File: config.mk
export PLATFORM = sky130hd
export DESIGN_NAME = sobel_stream_flat
export DESIGN_NICKNAME = d
export VERILOG_FILES = /design/src/rtl/sobel_pkg.sv /design/src/rtl/sobel_if.sv /design/src/rtl/sobel_line_buffer.sv /design/src/rtl/sobel_stream.sv /design/src/flat_wrapper.sv
export SDC_FILE = /design/constraint.sdc
export NUM_CORES = 1
export LEC_CHECK = 0
export BUFFER_PORTS_ARGS = -buffer_cell sky130_fd_sc_hd__buf_4
export CORE_ASPECT_RATIO = 1.2
export CORE_UTILIZATION = 60
export CTS_CLUSTER_DIAMETER = 100
export DETAILED_ROUTE_END_ITERATION = 8
export GPL_TIMING_DRIVEN = 1
export HOLD_SLACK_MARGIN = 0.12
export PLACE_DENSITY_LB_ADDON = 0.1
export SYNTH_ARGS = -nofsm -noshare
export SYNTH_HDL_FRONTEND = slang
export SYNTH_SLANG_ARGS = --single-unit
File: constraint.sdc
create_clock -name clk -period 16.3 [get_ports clk]
set_clock_uncertainty 0.1 [all_clocks]
set_input_delay 2.445 -clock clk [delete_from_list [all_inputs] [get_ports clk]]
set_output_delay 2.445 -clock clk [all_outputs]
set_load 0.02 [all_outputs]
File: src/rtl/sobel_pkg.sv
// Shared constants for the 3x3 Sobel streaming filter.
// Output modes, FSM encoding and result-width helper.
package sobel_pkg;

  localparam logic [1:0] MODE_GX  = 2'b00;
  localparam logic [1:0] MODE_GY  = 2'b01;
  localparam logic [1:0] MODE_MAG = 2'b10;
  localparam logic [1:0] MODE_THR = 2'b11;

  localparam logic [1:0] ST_IDLE  = 2'b00;
  localparam logic [1:0] ST_FILL  = 2'b01;
  localparam logic [1:0] ST_RUN   = 2'b10;
  localparam logic [1:0] ST_FLUSH = 2'b11;

  // Holds signed +/-4*max and unsigned 8*max
  function automatic int sobel_out_w(input int pix_w);
    return pix_w + 4;
  endfunction

endpackage

File: src/rtl/sobel_if.sv
// Valid/ready stream bundle used on both sides of the filter.
// master drives valid/data/last, slave drives ready.
interface sobel_if #(
  parameter int W = 8
);
  logic         valid;
  logic         ready;
  logic [W-1:0] data;
  logic         last;

  modport master (
    output valid, data, last,
    input  ready
  );

  modport slave (
    input  valid, data, last,
    output ready
  );
endinterface

File: src/rtl/sobel_line_buffer.sv
// Two-row line buffer for 3x3 windows: lb0 is the previous row,
// lb1 the row before; one column address shared by read and write.
module sobel_line_buffer #(
  parameter  int IMG_W = 5,
  parameter  int PIX_W = 8,
  localparam int AW    = (IMG_W > 1) ? $clog2(IMG_W) : 1
)(
  input  logic             clk,
  input  logic             i_we,
  input  logic [AW-1:0]    i_addr,
  input  logic [PIX_W-1:0] i_din,
  output logic [PIX_W-1:0] o_top,
  output logic [PIX_W-1:0] o_mid
);

  logic [PIX_W-1:0] r_lb0 [IMG_W];
  logic [PIX_W-1:0] r_lb1 [IMG_W];

  assign o_top = r_lb1[i_addr];
  assign o_mid = r_lb0[i_addr];

  always_ff @(posedge clk) begin
    if (i_we) begin
      r_lb1[i_addr] <= r_lb0[i_addr];
      r_lb0[i_addr] <= i_din;
    end
  end

endmodule

File: src/rtl/sobel_stream.sv
// Streaming 3x3 Sobel filter: raster pixels in, one result per
// interior pixel out (Gx, Gy, |Gx|+|Gy| or thresholded edge bit).
module sobel_stream
  import sobel_pkg::*;
#(
  parameter int IMG_W = 5,
  parameter int IMG_H = 5,
  parameter int PIX_W = 8,
  parameter int OUT_W = sobel_out_w(PIX_W)
)(
  input  logic             clk,
  input  logic             rst,
  input  logic [1:0]       i_mode,
  input  logic [OUT_W-1:0] i_thresh,
  sobel_if.slave           s,
  sobel_if.master          m,
  output logic             o_busy,
  output logic             o_frame_done
);

  localparam int CW = (IMG_W > 1) ? $clog2(IMG_W) : 1;
  localparam int RW = (IMG_H > 1) ? $clog2(IMG_H) : 1;

  logic                          w_acc;
  logic                          w_mhs;
  logic                          w_win;
  logic                          w_eol;
  logic                          w_lastpix;
  logic [CW-1:0]                 r_col;
  logic [RW-1:0]                 r_row;
  logic [1:0]                    r_state;
  logic [1:0]                    r_mode;
  logic [OUT_W-1:0]              r_thr;
  logic [PIX_W-1:0]              w_top;
  logic [PIX_W-1:0]              w_mid;
  logic [2:0][2:0][PIX_W-1:0]    r_w;
  logic [2:0][2:0][PIX_W-1:0]    w_n;
  logic signed [OUT_W-1:0]       w_e [3][3];
  logic signed [OUT_W-1:0]       w_gx;
  logic signed [OUT_W-1:0]       w_gy;
  logic [OUT_W-1:0]              w_ax;
  logic [OUT_W-1:0]              w_ay;
  logic [OUT_W-1:0]              w_mag;
  logic [OUT_W-1:0]              w_res;
  logic                          r_mvalid;
  logic [OUT_W-1:0]              r_mdata;
  logic                          r_mlast;

  // Single output register: accept whenever it is free or draining
  assign s.ready   = !rst && (!r_mvalid || m.ready);
  assign w_acc     = s.valid && s.ready;
  assign w_mhs     = r_mvalid && m.ready;
  assign w_eol     = r_col == CW'(IMG_W - 1);
  assign w_win     = (r_row >= RW'(2)) && (r_col >= CW'(2));
  assign w_lastpix = w_eol && (r_row == RW'(IMG_H - 1));

  assign m.valid      = r_mvalid;
  assign m.data       = r_mdata;
  assign m.last       = r_mlast;
  assign o_busy       = r_state != ST_IDLE;
  assign o_frame_done = w_mhs && r_mlast;

  sobel_line_buffer #(
    .IMG_W (IMG_W),
    .PIX_W (PIX_W)
  ) u_lb (
    .clk    (clk),
    .i_we   (w_acc),
    .i_addr (r_col),
    .i_din  (s.data),
    .o_top  (w_top),
    .o_mid  (w_mid)
  );

  always_comb begin
    w_n = r_w;
    for (int r = 0; r < 3; r++) begin
      w_n[r][0] = r_w[r][1];
      w_n[r][1] = r_w[r][2];
    end
    w_n[0][2] = w_top;
    w_n[1][2] = w_mid;
    w_n[2][2] = s.data;
    for (int r = 0; r < 3; r++) begin
      for (int c = 0; c < 3; c++) begin
        w_e[r][c] = OUT_W'(w_n[r][c]);
      end
    end
  end

  assign w_gx = (w_e[0][2] + (w_e[1][2] <<< 1) + w_e[2][2])
              - (w_e[0][0] + (w_e[1][0] <<< 1) + w_e[2][0]);
  assign w_gy = (w_e[2][0] + (w_e[2][1] <<< 1) + w_e[2][2])
              - (w_e[0][0] + (w_e[0][1] <<< 1) + w_e[0][2]);
  assign w_ax  = w_gx[OUT_W-1] ? -w_gx : w_gx;
  assign w_ay  = w_gy[OUT_W-1] ? -w_gy : w_gy;
  assign w_mag = w_ax + w_ay;

  always_comb begin
    w_res = '0;
    unique case (r_mode)
      MODE_GX:  w_res = w_gx;
      MODE_GY:  w_res = w_gy;
      MODE_MAG: w_res = w_mag;
      MODE_THR: w_res = OUT_W'(w_mag >= r_thr);
      default:  w_res = '0;
    endcase
  end

  // Window contents need no reset: they are refilled before use
  always_ff @(posedge clk) begin
    if (w_acc) r_w <= w_n;
  end

  always_ff @(posedge clk or posedge rst) begin
    if (rst) begin
      r_col    <= '0;
      r_row    <= '0;
      r_state  <= ST_IDLE;
      r_mode   <= MODE_GX;
      r_thr    <= '0;
      r_mvalid <= 1'b0;
      r_mdata  <= '0;
      r_mlast  <= 1'b0;
    end else begin
      if (w_acc) begin
        if (r_col == '0 && r_row == '0) begin
          r_mode <= i_mode;
          r_thr  <= i_thresh;
        end
        if (w_eol) begin
          r_col <= '0;
          r_row <= (r_row == RW'(IMG_H - 1)) ? '0 : r_row + 1'b1;
        end else begin
          r_col <= r_col + 1'b1;
        end
      end

      if (w_acc && w_win) begin
        r_mvalid <= 1'b1;
        r_mdata  <= w_res;
        r_mlast  <= w_lastpix;
      end else if (m.ready) begin
        r_mvalid <= 1'b0;
      end

      unique case (r_state)
        ST_IDLE:  if (w_acc) r_state <= ST_FILL;
        ST_FILL:  if (w_acc && w_eol && r_row == RW'(1))
                    r_state <= ST_RUN;
        ST_RUN:   if (w_acc && w_lastpix) r_state <= ST_FLUSH;
        ST_FLUSH: if (w_mhs) r_state <= w_acc ? ST_FILL : ST_IDLE;
        default:  r_state <= ST_IDLE;
      endcase
    end
  end

endmodule

File: src/flat_wrapper.sv
// flat-port wrapper written by rule: the top's interface ports become plain ports
module sobel_stream_flat import sobel_pkg::*;
#(
  parameter int IMG_W = 5,
  parameter int IMG_H = 5,
  parameter int PIX_W = 8,
  parameter int OUT_W = sobel_out_w(PIX_W)
)
  (clk, rst, i_mode, i_thresh, o_busy, o_frame_done, s_valid, s_data, s_last, s_ready, m_valid, m_data, m_last, m_ready);
  sobel_if #(.W((8))) s_i ();
  sobel_if #(.W((12))) m_i ();
  input  logic clk;
  input  logic rst;
  input  logic [1:0] i_mode;
  input  logic [OUT_W-1:0] i_thresh;
  output logic o_busy;
  output logic o_frame_done;
  input wire logic [$bits(s_i.valid)-1:0] s_valid;
  input wire logic [$bits(s_i.data)-1:0] s_data;
  input wire logic [$bits(s_i.last)-1:0] s_last;
  output wire logic [$bits(s_i.ready)-1:0] s_ready;
  output wire logic [$bits(m_i.valid)-1:0] m_valid;
  output wire logic [$bits(m_i.data)-1:0] m_data;
  output wire logic [$bits(m_i.last)-1:0] m_last;
  input wire logic [$bits(m_i.ready)-1:0] m_ready;
  assign s_i.valid = s_valid;
  assign s_i.data = s_data;
  assign s_i.last = s_last;
  assign s_ready = s_i.ready;
  assign m_valid = m_i.valid;
  assign m_data = m_i.data;
  assign m_last = m_i.last;
  assign m_i.ready = m_ready;
  sobel_stream #(.IMG_W(IMG_W), .IMG_H(IMG_H), .PIX_W(PIX_W), .OUT_W(OUT_W)) u_core (.clk(clk), .rst(rst), .i_mode(i_mode), .i_thresh(i_thresh), .s(s_i), .m(m_i), .o_busy(o_busy), .o_frame_done(o_frame_done));
endmodule
* Word-level counts from Yosys, hierarchy flattened
Memories as Yosys holds them, arrays and structs flattened. Cells that the tools add are included.
Word-level totals: flip-flop bits (word level) 84, bits in latches 0, memory bits (writable) 80, ROM bits 0, word-level logic and storage cells 85, memories 2
Memories:
- u_core.u_lb.r_lb0 | depth 5, width 8, rd ports 1, clocked after Yosys merged registers in 0, write ports 1, line sobel_line_buffer.sv:16 | logic [PIX_W-1:0] r_lb0 [IMG_W];
- u_core.u_lb.r_lb1 | depth 5, width 8, rd ports 1, clocked after Yosys merged registers in 0, write ports 1, line sobel_line_buffer.sv:17 | logic [PIX_W-1:0] r_lb1 [IMG_W];
Cells by class: add/subtract/negate cells 15, multipliers 0, divide/modulo/power cells 0, magnitude comparators 3, eq/ne operators 13, shift-type cells 0, multiplexer cells 15, bitwise operators 0, reductions and logical operators 23
Operators by type and width (number):
- 12-bit by 9-bit adder with 12-bit output | 4
- 12-bit case mux with 4 select lines | 1
- 8-bit by 9-bit adder with 10-bit output | 4
- 12-bit 2-to-1 mux | 2
- 12-bit negator | 2
- 12-bit subtractor | 2
- 12-bit adder | 1
- 12-bit greater-or-equal comparator | 1
- 1-bit logical AND | 11
- 2-bit equality test (second input constant) | 4
- 2-bit 2-to-1 mux | 4
- 2-bit by 1-bit inequality test with 1-bit output (second input constant) | 4
- 2-bit case mux with 4 select lines | 1
- 3-bit by 1-bit adder with 3-bit output (second input constant) | 2
- 3-bit equality test (second input constant) | 2
- 3-bit by 2-bit greater-or-equal comparator with 1-bit output (second input constant) | 2
- 3-bit zero test | 2
- 3-bit 2-to-1 mux | 2
- 1-bit 2-to-1 mux | 5
- 2-bit by 1-bit equality test with 1-bit output (second input constant) | 2
- 2-bit zero test | 2
- 2-bit AND reduction | 2
- 4-bit AND reduction | 1
- 2-bit nonzero test | 2
- other kinds (3) | 4

* Logic depth before layout (Yosys ltp)
Gate-level depths: netlist of run 1. An unclocked memory read counts as a cell.
depth in word-level cells 9, gate-level depth with buffers 40, depth with buffers taken out 37

* Modules after synthesis
From an unflattened synthesis of run 1, not the netlist that was laid out.
Second synthesis, totals: cells, all modules 899, area, all modules 10483.8 µm²
Modules (own cells, without submodules):
- sobel_stream | instances 1, cells each 717, area an instance 7257.0 µm², seq. area each 2342.2 µm²
- sobel_line_buffer | instances 1, cells each 182, area an instance 3226.8 µm², seq. area each 2402.3 µm²

* Least setup slack after synthesis of run 1
Ideal clock, no wire load.
path kind register -> register, start register u_core.r_col[1], end register u_core.r_mdata[0] (netlist: u_core.m.data[0]), arrival 8.346 ns, slack 7.726 ns, cell stages (with the launch flop) 40, buffers on the path 3, path through dfrtp_1 -> buf_1 -> buf_1 -> mux2i_1 -> nor2_1 -> a21oi_1 -> o21ai_0 -> ha_1 -> inv_1 -> fa_1 -> inv_1 -> a21oi_1 -> o21ai_0 -> a21oi_1 -> o21ai_0 -> xor2_1 -> fa_1 -> inv_1 -> (+4 left out) -> o21bai_1 -> nand3_1 -> a21oi_1 -> clkbuf_1 -> mux2_1 -> ha_1 -> a21o_1 -> a21oi_1 -> nor2b_1 -> o41ai_1 -> o21ai_1 -> o41ai_1 -> xnor3_1 -> ha_1 -> a21oi_1 -> o21ai_0 -> nor3_1 -> a21oi_1
On the way: word-level cells in the longest chain between the ends 9, elaborated cells on any way between the ends 17, those cells by class add/sub (8); order compare (2); mux (3); reduce/logical (2); memory (2)
RTL lines:
- start, declared | line sobel_stream.sv:29 | logic [CW-1:0] r_col;
- start signal, assigned | line sobel_stream.sv:135 | r_col <= r_col + 1'b1;
- memory 5 x 8 bit *
- net u_core.u_lb.o_top[1] | line sobel_line_buffer.sv:12 | output logic [PIX_W-1:0] o_top,
- 8-bit by 9-bit adder with 10-bit output | line sobel_stream.sv:91 | assign w_gx = (w_e[0][2] + (w_e[1][2] <<< 1) + w_e[2][2])
- 12-bit by 9-bit adder with 12-bit output | line sobel_stream.sv:91
- 12-bit subtractor | line sobel_stream.sv:92 | - (w_e[0][0] + (w_e[1][0] <<< 1) + w_e[2][0]);
- 12-bit negator | line sobel_stream.sv:95 | assign w_ax = w_gx[OUT_W-1] ? -w_gx : w_gx;
- 12-bit 2-to-1 mux | line sobel_stream.sv:95
- 12-bit adder * | line sobel_stream.sv:97 | assign w_mag = w_ax + w_ay;
- 12-bit greater-or-equal comparator | line sobel_stream.sv:105 | MODE_THR: w_res = OUT_W'(w_mag >= r_thr);
- 12-bit case mux with 4 select lines * | line sobel_stream.sv:101 | unique case (r_mode)
- end signal, assigned | line sobel_stream.sv:141 | r_mdata <= w_res;
- end, declared | line sobel_stream.sv:46 | logic [OUT_W-1:0] r_mdata;
Mark *: on every way through the listed nets, which the timed path passes. The rest lies on a longest branch. A chain may end at the register's enable or synchronous reset.

* Worst setup path after layout of run 1
start register u_core.r_col[1], end register u_core.r_mdata[0] (netlist: u_core.m.data[0])
On the way: word-level cells in the longest chain between the ends 9, elaborated cells on any way between the ends 17, those cells by class add/sub (8); order compare (2); mux (3); reduce/logical (2); memory (2)
RTL lines:
- memory 5 x 8 bit *
- net u_core.u_lb.o_mid[0] | line sobel_line_buffer.sv:13 | output logic [PIX_W-1:0] o_mid
- 8-bit by 9-bit adder with 10-bit output * | line sobel_stream.sv:91
- 12-bit by 9-bit adder with 12-bit output * | line sobel_stream.sv:91
- 12-bit subtractor * | line sobel_stream.sv:92
- 12-bit negator | line sobel_stream.sv:95
- 12-bit 2-to-1 mux * | line sobel_stream.sv:95
- 12-bit adder * | line sobel_stream.sv:97
- 12-bit greater-or-equal comparator | line sobel_stream.sv:105
- 12-bit case mux with 4 select lines * | line sobel_stream.sv:101
Marks and branches as above.

==> impl_metrics.json, run 1 <==
{
  "outcome": "completed",
  "synth_edf_count": 128,
  "yosysSeqAreaShare_pct": 46.17,
  "slew_viol_final": 0,
  "grt_pass1_vias": 7237,
  "htreeDepth": 4,
  "area_growth_pct": 12.13,
  "cap_violations": 0,
  "synth_warnings": 0,
  "synthArstFlopShare_pct": 21.95,
  "synth_nets": 1072,
  "cp.required_ns": 16.50,
  "hpwlAfterDp_um": 16000,
  "cts_buffers": 17,
  "routed_wl_um": 21490,
  "synthFlopType": "edfxtp_1",
  "rsz0062_at_grt": "false",
  "cts_sinks": 164,
  "placementRows": 52,
  "clk_latency_ns": 0.44,
  "antenna_found_initial": 0,
  "ys_ff_latch": 164,
  "setup_ws_ns": 6.249,
  "min_path_type": "flip-flop to flip-flop",
  "cts-root-buf": "clkbuf_16",
  "ant_nets": 0,
  "fmax_ghz": 0.09949,
  "cp_num_buf_inv": 8,
  "netlist_instances": 913,
  "post_cts_resized": 0,
  "start_util_pct": 61.23,
  "setup_viol": 0,
  "critPathLaunchType": "flip-flop",
  "die-area_um2": 17660,
  "drtIter0Drc": 352,
  "critPathKind": "flip-flop to flip-flop",
  "grt_max_degree": 58,
  "critPathTopFamily": "compound AO/OA/AOI/OAI gates",
  "arrival_ns": 10.25,
  "hp-start": "u_core.r_w[41]",
  "min_period_over_period_pct": 61.66,
  "track_usage_pct": 26.02,
  "avgSynthCellArea_um2": 11.26,
  "slowest_stage": "nor3_2",
  "drc": 0,
  "post-cts-setup-buffer-count": 0,
  "numPortBuffers": 42,
  "vias_per_cell": 5.703,
  "die_y_um": 145.4,
  "preCtsSetupSlack_ns": 6.275,
  "first_pass_iters": 6,
  "routedWlPerCell_um": 17.96,
  "tightest_slew_ns": 1.187,
  "cts.clk_slew.worst_paths_ns": 0.07,
  "globalplace.congestion": 0.8528,
  "slowest_delay_ns": 0.96,
  "period_minus_slack_ns": 10.05,
  "rr_worst_depth": 38,
  "final_cell_mix": "edfxtp_1 (128), inv_1 (119), ha_1 (95), a21oi_1 (64), nor2_1 (63)",
  "hold_buffers": 0,
  "synth.distinct_cells": 63,
  "dp_cells": 1165,
  "nNetsFinal": 1127,
  "slew_headroom_pct": 20.43,
  "reg2reg_from": "u_core.r_col[1]",
  "end_kind": "flip-flop",
  "grt_pass1_wl_um": 35150,
  "synthesis.area_um2": 10280,
  "finalHoldViolations": 0,
  "stdcell_count": 1197,
  "die_w_um": 121.5,
  "drive_gt1_share_pct": 12.13,
  "cts_tree": "built",
  "worstPathMaxFanout": 22,
  "diodes": 0,
  "grt.overflow.total": 0,
  "final_common_cell": "edfxtp_1",
  "holdPathStages": 0,
  "io_pins": 44,
  "clock_path_buffers": 2,
  "worst_r2r_endpoint": "u_core.m.data[0]",
  "core_um2": 16790,
  "min_to": "u_core.r_w[33]",
  "tns_ns": 0,
  "dr_total_vias": 6827,
  "r2r_slack_ns": 6.25
}
per-layer routing:
layer  track usage (%)  wire length [um]  vias to the layer above
met1             30.40              8766                     3325
li1                  -                 -                     3320
met5                 0                 0                        -
met4             10.86               675                        0
met3             3.683               640                       42
met2             47.13             11410                      140
through the flow:
| stage | area, um^2 | hold slack [ns] | util [%] |
|---|---|---|---|
| floorplan | 10280 | 0.3003 | - |
| global placement | 10930 | 0.3007 | 65.12 |
| detailed placement | 10930 | 0.3045 | 65.12 |
| CTS | 11520 | 0.3190 | 68.65 |
| global route | 11520 | 0.3246 | 68.65 |
| finish | 11520 | 0.3195 | 68.65 |
registers in the layout (all words and copies together), names as in the netlist:
name	flops
u_core.r_mode	2
u_core.u_lb.r_lb1	40
u_core.m.last	1
u_core.r_thr	12
u_core.r_w	48
u_core.r_row	3
u_core.m.data	12
u_core.u_lb.r_lb0	40
u_core.r_col	3
u_core.r_state	2
u_core.m.valid	1
synthesized netlist by cell type, drive strengths merged, types with 2 or more instances:
library cell	n	share of area, %
a211oi	6	0.49
a21o	20	1.5
a21oi	67	3.4
a221o	2	0.19
a221oi	5	0.43
a22oi	15	1.1
a31oi	6	0.37
a41oi	2	0.17
and2	3	0.18
and3	7	0.43
buf	4	0.15
clkbuf	18	0.66
clkinv	2	0.073
dfrtp	36	8.8
edfxtp	128	37
fa	37	7.2
ha	95	12
inv	122	4.5
mux2	6	0.66
mux2i	21	2.0
mux4	2	0.44
nand2	46	1.7
nand2b	2	0.12
nand3	10	0.49
nand3b	3	0.26
nand4	4	0.24
nor2	64	2.4
nor2b	6	0.37
nor3	8	0.39
nor4	5	0.30
o2111ai	2	0.17
o21a	6	0.44
o21ai	54	2.6
o21bai	9	0.66
o41ai	2	0.17
or2	2	0.12
xnor2	49	4.2
xor2	21	1.9
area by class of cell:
type	count	area, um^2
flip-flops and latches	164	4745
clock inverters	15	167.7
fillers	1253	5263
inverters	124	465.4
clock buffers	17	425.4
well taps	216	270.3
repair buffers	58	435.4
multi-input cells	603	5015
worst max-delay path by stage:
stage,from,to,depth (start not counted)
finish,u_core.r_col[1],u_core.m.data[0],38
global route,u_core.r_col[1],u_core.m.data[0],38
CTS,u_core.r_col[1],u_core.m.data[0],38
detailed placement,u_core.r_col[1],u_core.m.data[0],38
global placement,u_core.r_col[1],u_core.m.data[0],38
floorplan,u_core.r_col[1],u_core.m.data[0],39
kinds of logic (layout without fill, tap and decap cells):
group	count (synthesis)	in the layout	share of synthesized area (%)
AOI/OAI and AO/OA	207	207	12.75
xor gates and xnor gates	71	71	6.404
adders and majority gates	132	132	18.77
buffers and inverters	146	214	5.332
DFF	164	164	46.17
muxes	29	29	3.141
and+or+nand+nor	164	164	7.439
Power of run 1 is not shown: default switching activity piles up to over one toggle a cycle in this logic, so the estimate is an artifact.
==> run 2: changes to the inputs <==
--- a/config.mk
+++ b/config.mk
@@ -7,7 +7,7 @@
 export LEC_CHECK = 0
 export BUFFER_PORTS_ARGS = -buffer_cell sky130_fd_sc_hd__buf_4
 export CORE_ASPECT_RATIO = 1.2
-export CORE_UTILIZATION = 60
+export CORE_UTILIZATION = 57
 export CTS_CLUSTER_DIAMETER = 100
 export DETAILED_ROUTE_END_ITERATION = 8
 export GPL_TIMING_DRIVEN = 1
==> constraint.sdc (replaced) <==
create_clock -name clk -period 8.3 [get_ports clk]
set_clock_uncertainty 0.1 [all_clocks]
set_input_delay 1.245 -clock clk [delete_from_list [all_inputs] [get_ports clk]]
set_output_delay 1.245 -clock clk [all_outputs]
set_load 0.02 [all_outputs]
==> run 2 against run 1 <==
  * First-iteration DRC count shrank 26%
  * Final cell count grew 6.1%
  * Routed wire length shrank 0.32%
  * Highest routed layer unchanged
  * Final area grew 5.9%
  * Maximum frequency grew 28%
  * Critical path type unchanged
  * Global-route usage shrank 1.7 points
  * Register-to-register slack lost 5.8 ns
  * Flip-flop and latch count is the same
  * Core utilization grew 0.78 points
  * Via count grew 2.6%
  * Hold slack is essentially flat
==> impl_metrics.json, run 2 (synthesis gave the netlist of run 1 again) <==
{
  "min_to": "u_core.r_w[39]",
  "area_growth_pct": 18.71,
  "setup_viol": 0,
  "die_w_um": 124.6,
  "grt_pass1_vias": 7270,
  "core_um2": 17570,
  "dr_total_vias": 7004,
  "critPathKind": "flip-flop to flip-flop",
  "slew_viol_final": 0,
  "diodes": 0,
  "numPortBuffers": 42,
  "final_cell_mix": "edfxtp_1 (128), buf_4 (125), inv_1 (118), ha_1 (94), nor2_1 (62)",
  "nNetsFinal": 1196,
  "start_util_pct": 58.48,
  "first_pass_iters": 4,
  "slew_headroom_pct": 36.45,
  "stdcell_count": 1270,
  "vias_per_cell": 5.515,
  "clk_latency_ns": 0.44,
  "largest_reg_flops": 48,
  "routed_wl_um": 21430,
  "die_y_um": 149.1,
  "fmax_ghz": 0.1272,
  "hpwlAfterDp_um": 16140,
  "routedWlPerCell_um": 16.87,
  "cts_buffers": 17,
  "holdPathStages": 0,
  "grt.overflow.total": 0,
  "reg2reg_from": "u_core.r_col[1]",
  "ant_nets": 0,
  "antenna_found_initial": 0,
  "cts-root-buf": "clkbuf_16",
  "outcome": "completed",
  "crit_path_frequent_cell": "ha_1",
  "cts_sinks": 164,
  "fin_util_pct": 69.43,
  "period_minus_slack_ns": 7.859,
  "drive_gt1_share_pct": 19.24,
  "grt_pass1_wl_um": 34960,
  "cap_violations": 0,
  "final_common_cell": "edfxtp_1",
  "worstPathMaxFanout": 8,
  "htreeDepth": 4,
  "dp_cells": 1231,
  "cp.required_ns": 8.51,
  "arrival_ns": 8.06,
  "io_pins": 44,
  "drc": 0,
  "track_usage_pct": 24.30,
  "hp-start": "u_core.r_w[47]",
  "rr_worst_depth": 38,
  "slowest_stage": "dfrtp_2",
  "grt_max_degree": 53,
  "drtIter0Drc": 261,
  "die-area_um2": 18570,
  "cts.clk_slew.worst_paths_ns": 0.07,
  "worst_r2r_endpoint": "u_core.m.data[0]",
  "min_path_type": "flip-flop to flip-flop",
  "critPathLaunchType": "flip-flop",
  "cts_tree": "built",
  "end_kind": "flip-flop",
  "hold_buffers": 0,
  "finalHoldViolations": 0,
  "tightest_slew_ns": 0.9532,
  "fill_cells": 1329,
  "clock_path_buffers": 2,
  "slowest_delay_ns": 0.53,
  "r2r_slack_ns": 0.44,
  "placementRows": 53,
  "largest_register": "u_core.r_w",
  "min_period_over_period_pct": 94.69,
  "globalplace.congestion": 0.7916,
  "reg.largest.list": "u_core.r_w (48), u_core.u_lb.r_lb0 (40), u_core.u_lb.r_lb1 (40)"
}
## run 2: cell count changes in the layout (fill, tap and decap cells not counted), moves of 4 or more
| cell | delta |
|---|---|
| bufinv_16 | +4 |
| a21oi_2 | +4 |
| o21ai_0 | -5 |
| o21ai_1 | +4 |
| clkinv_8 | -4 |
| a21oi_1 | -4 |
| buf_4 | +67 |
## run 2: worst max-delay path by stage
| stage | from | to | slack, ns | depth (start not counted) |
|---|---|---|---|---|
| 2_1_floorplan | u_core.r_col[0] | u_core.m.data[0] | 0.05 | 38 |
| 3_3_place_gp | u_core.r_col[1] | u_core.m.data[0] | -0.04 | 38 |
| 3_5_place_dp | u_core.r_col[1] | u_core.m.data[0] | -0.23 | 38 |
| 4_1_cts | u_core.r_col[0] | u_core.m.data[0] | 0.05 | 40 |
| 5_1_grt | u_core.r_col[1] | u_core.m.data[0] | -0.03 | 40 |
| 6_report | u_core.r_col[1] | u_core.m.data[0] | 0.44 | 38 |
## run 2: layout make-up
type | instances | area, um^2 | share of cell area [%]
clock inverters | 14 | 212.7 | 1.743
multi-input cells | 603 | 5094 | 41.75
repair buffers | 127 | 978.4 | 8.020
clock buffers | 18 | 429.2 | 3.518
flip-flops and latches | 164 | 4746 | 38.90
inverters | 124 | 465.4 | 3.815
well taps | 220 | 275.3 | 2.256
## run 2: metrics by stage
| stage | TNS (ns) | hold WS [ns] | worst slack [ns] | cell area, um^2 |
|---|---|---|---|---|
| floorplan | 0 | 0.3003 | 0.04797 | 10290 |
| detailed placement | -0.2300 | 0.3045 | -0.2300 | 11420 |
| global placement | -0.03914 | 0.3005 | -0.03914 | 11420 |
| finish | 0 | 0.3199 | 0.4405 | 12200 |
| CTS | 0 | 0.3201 | 0.04647 | 12090 |
| global route | -0.02719 | 0.3243 | -0.02719 | 12200 |
## run 2: worst max-delay path, delay by kind of cell (launching register included)
family	cells	cell delay (ns)
simple gates	6	0.55
fa+ha+maj	6	2.16
compound gates	16	2.70
flops	1	0.53
xor+xnor	2	0.45
mux	2	0.59
buf+inv	6	0.62
## run 2: metal layers
layer	GRT usage (%)	wire length (um)
met5	0	0
met4	10.72	611
met3	3.192	555
met2	45.25	11430
met1	27.83	8833
## run 2: timing repair
action	in CTS	in global routing
hold endpoints to repair	0	0
gates resized for setup	8	17
endpoints found under the setup margin	1	1
pin swaps	0	9
setup buffers	1	6
Power of run 2 is left out for the same reason.
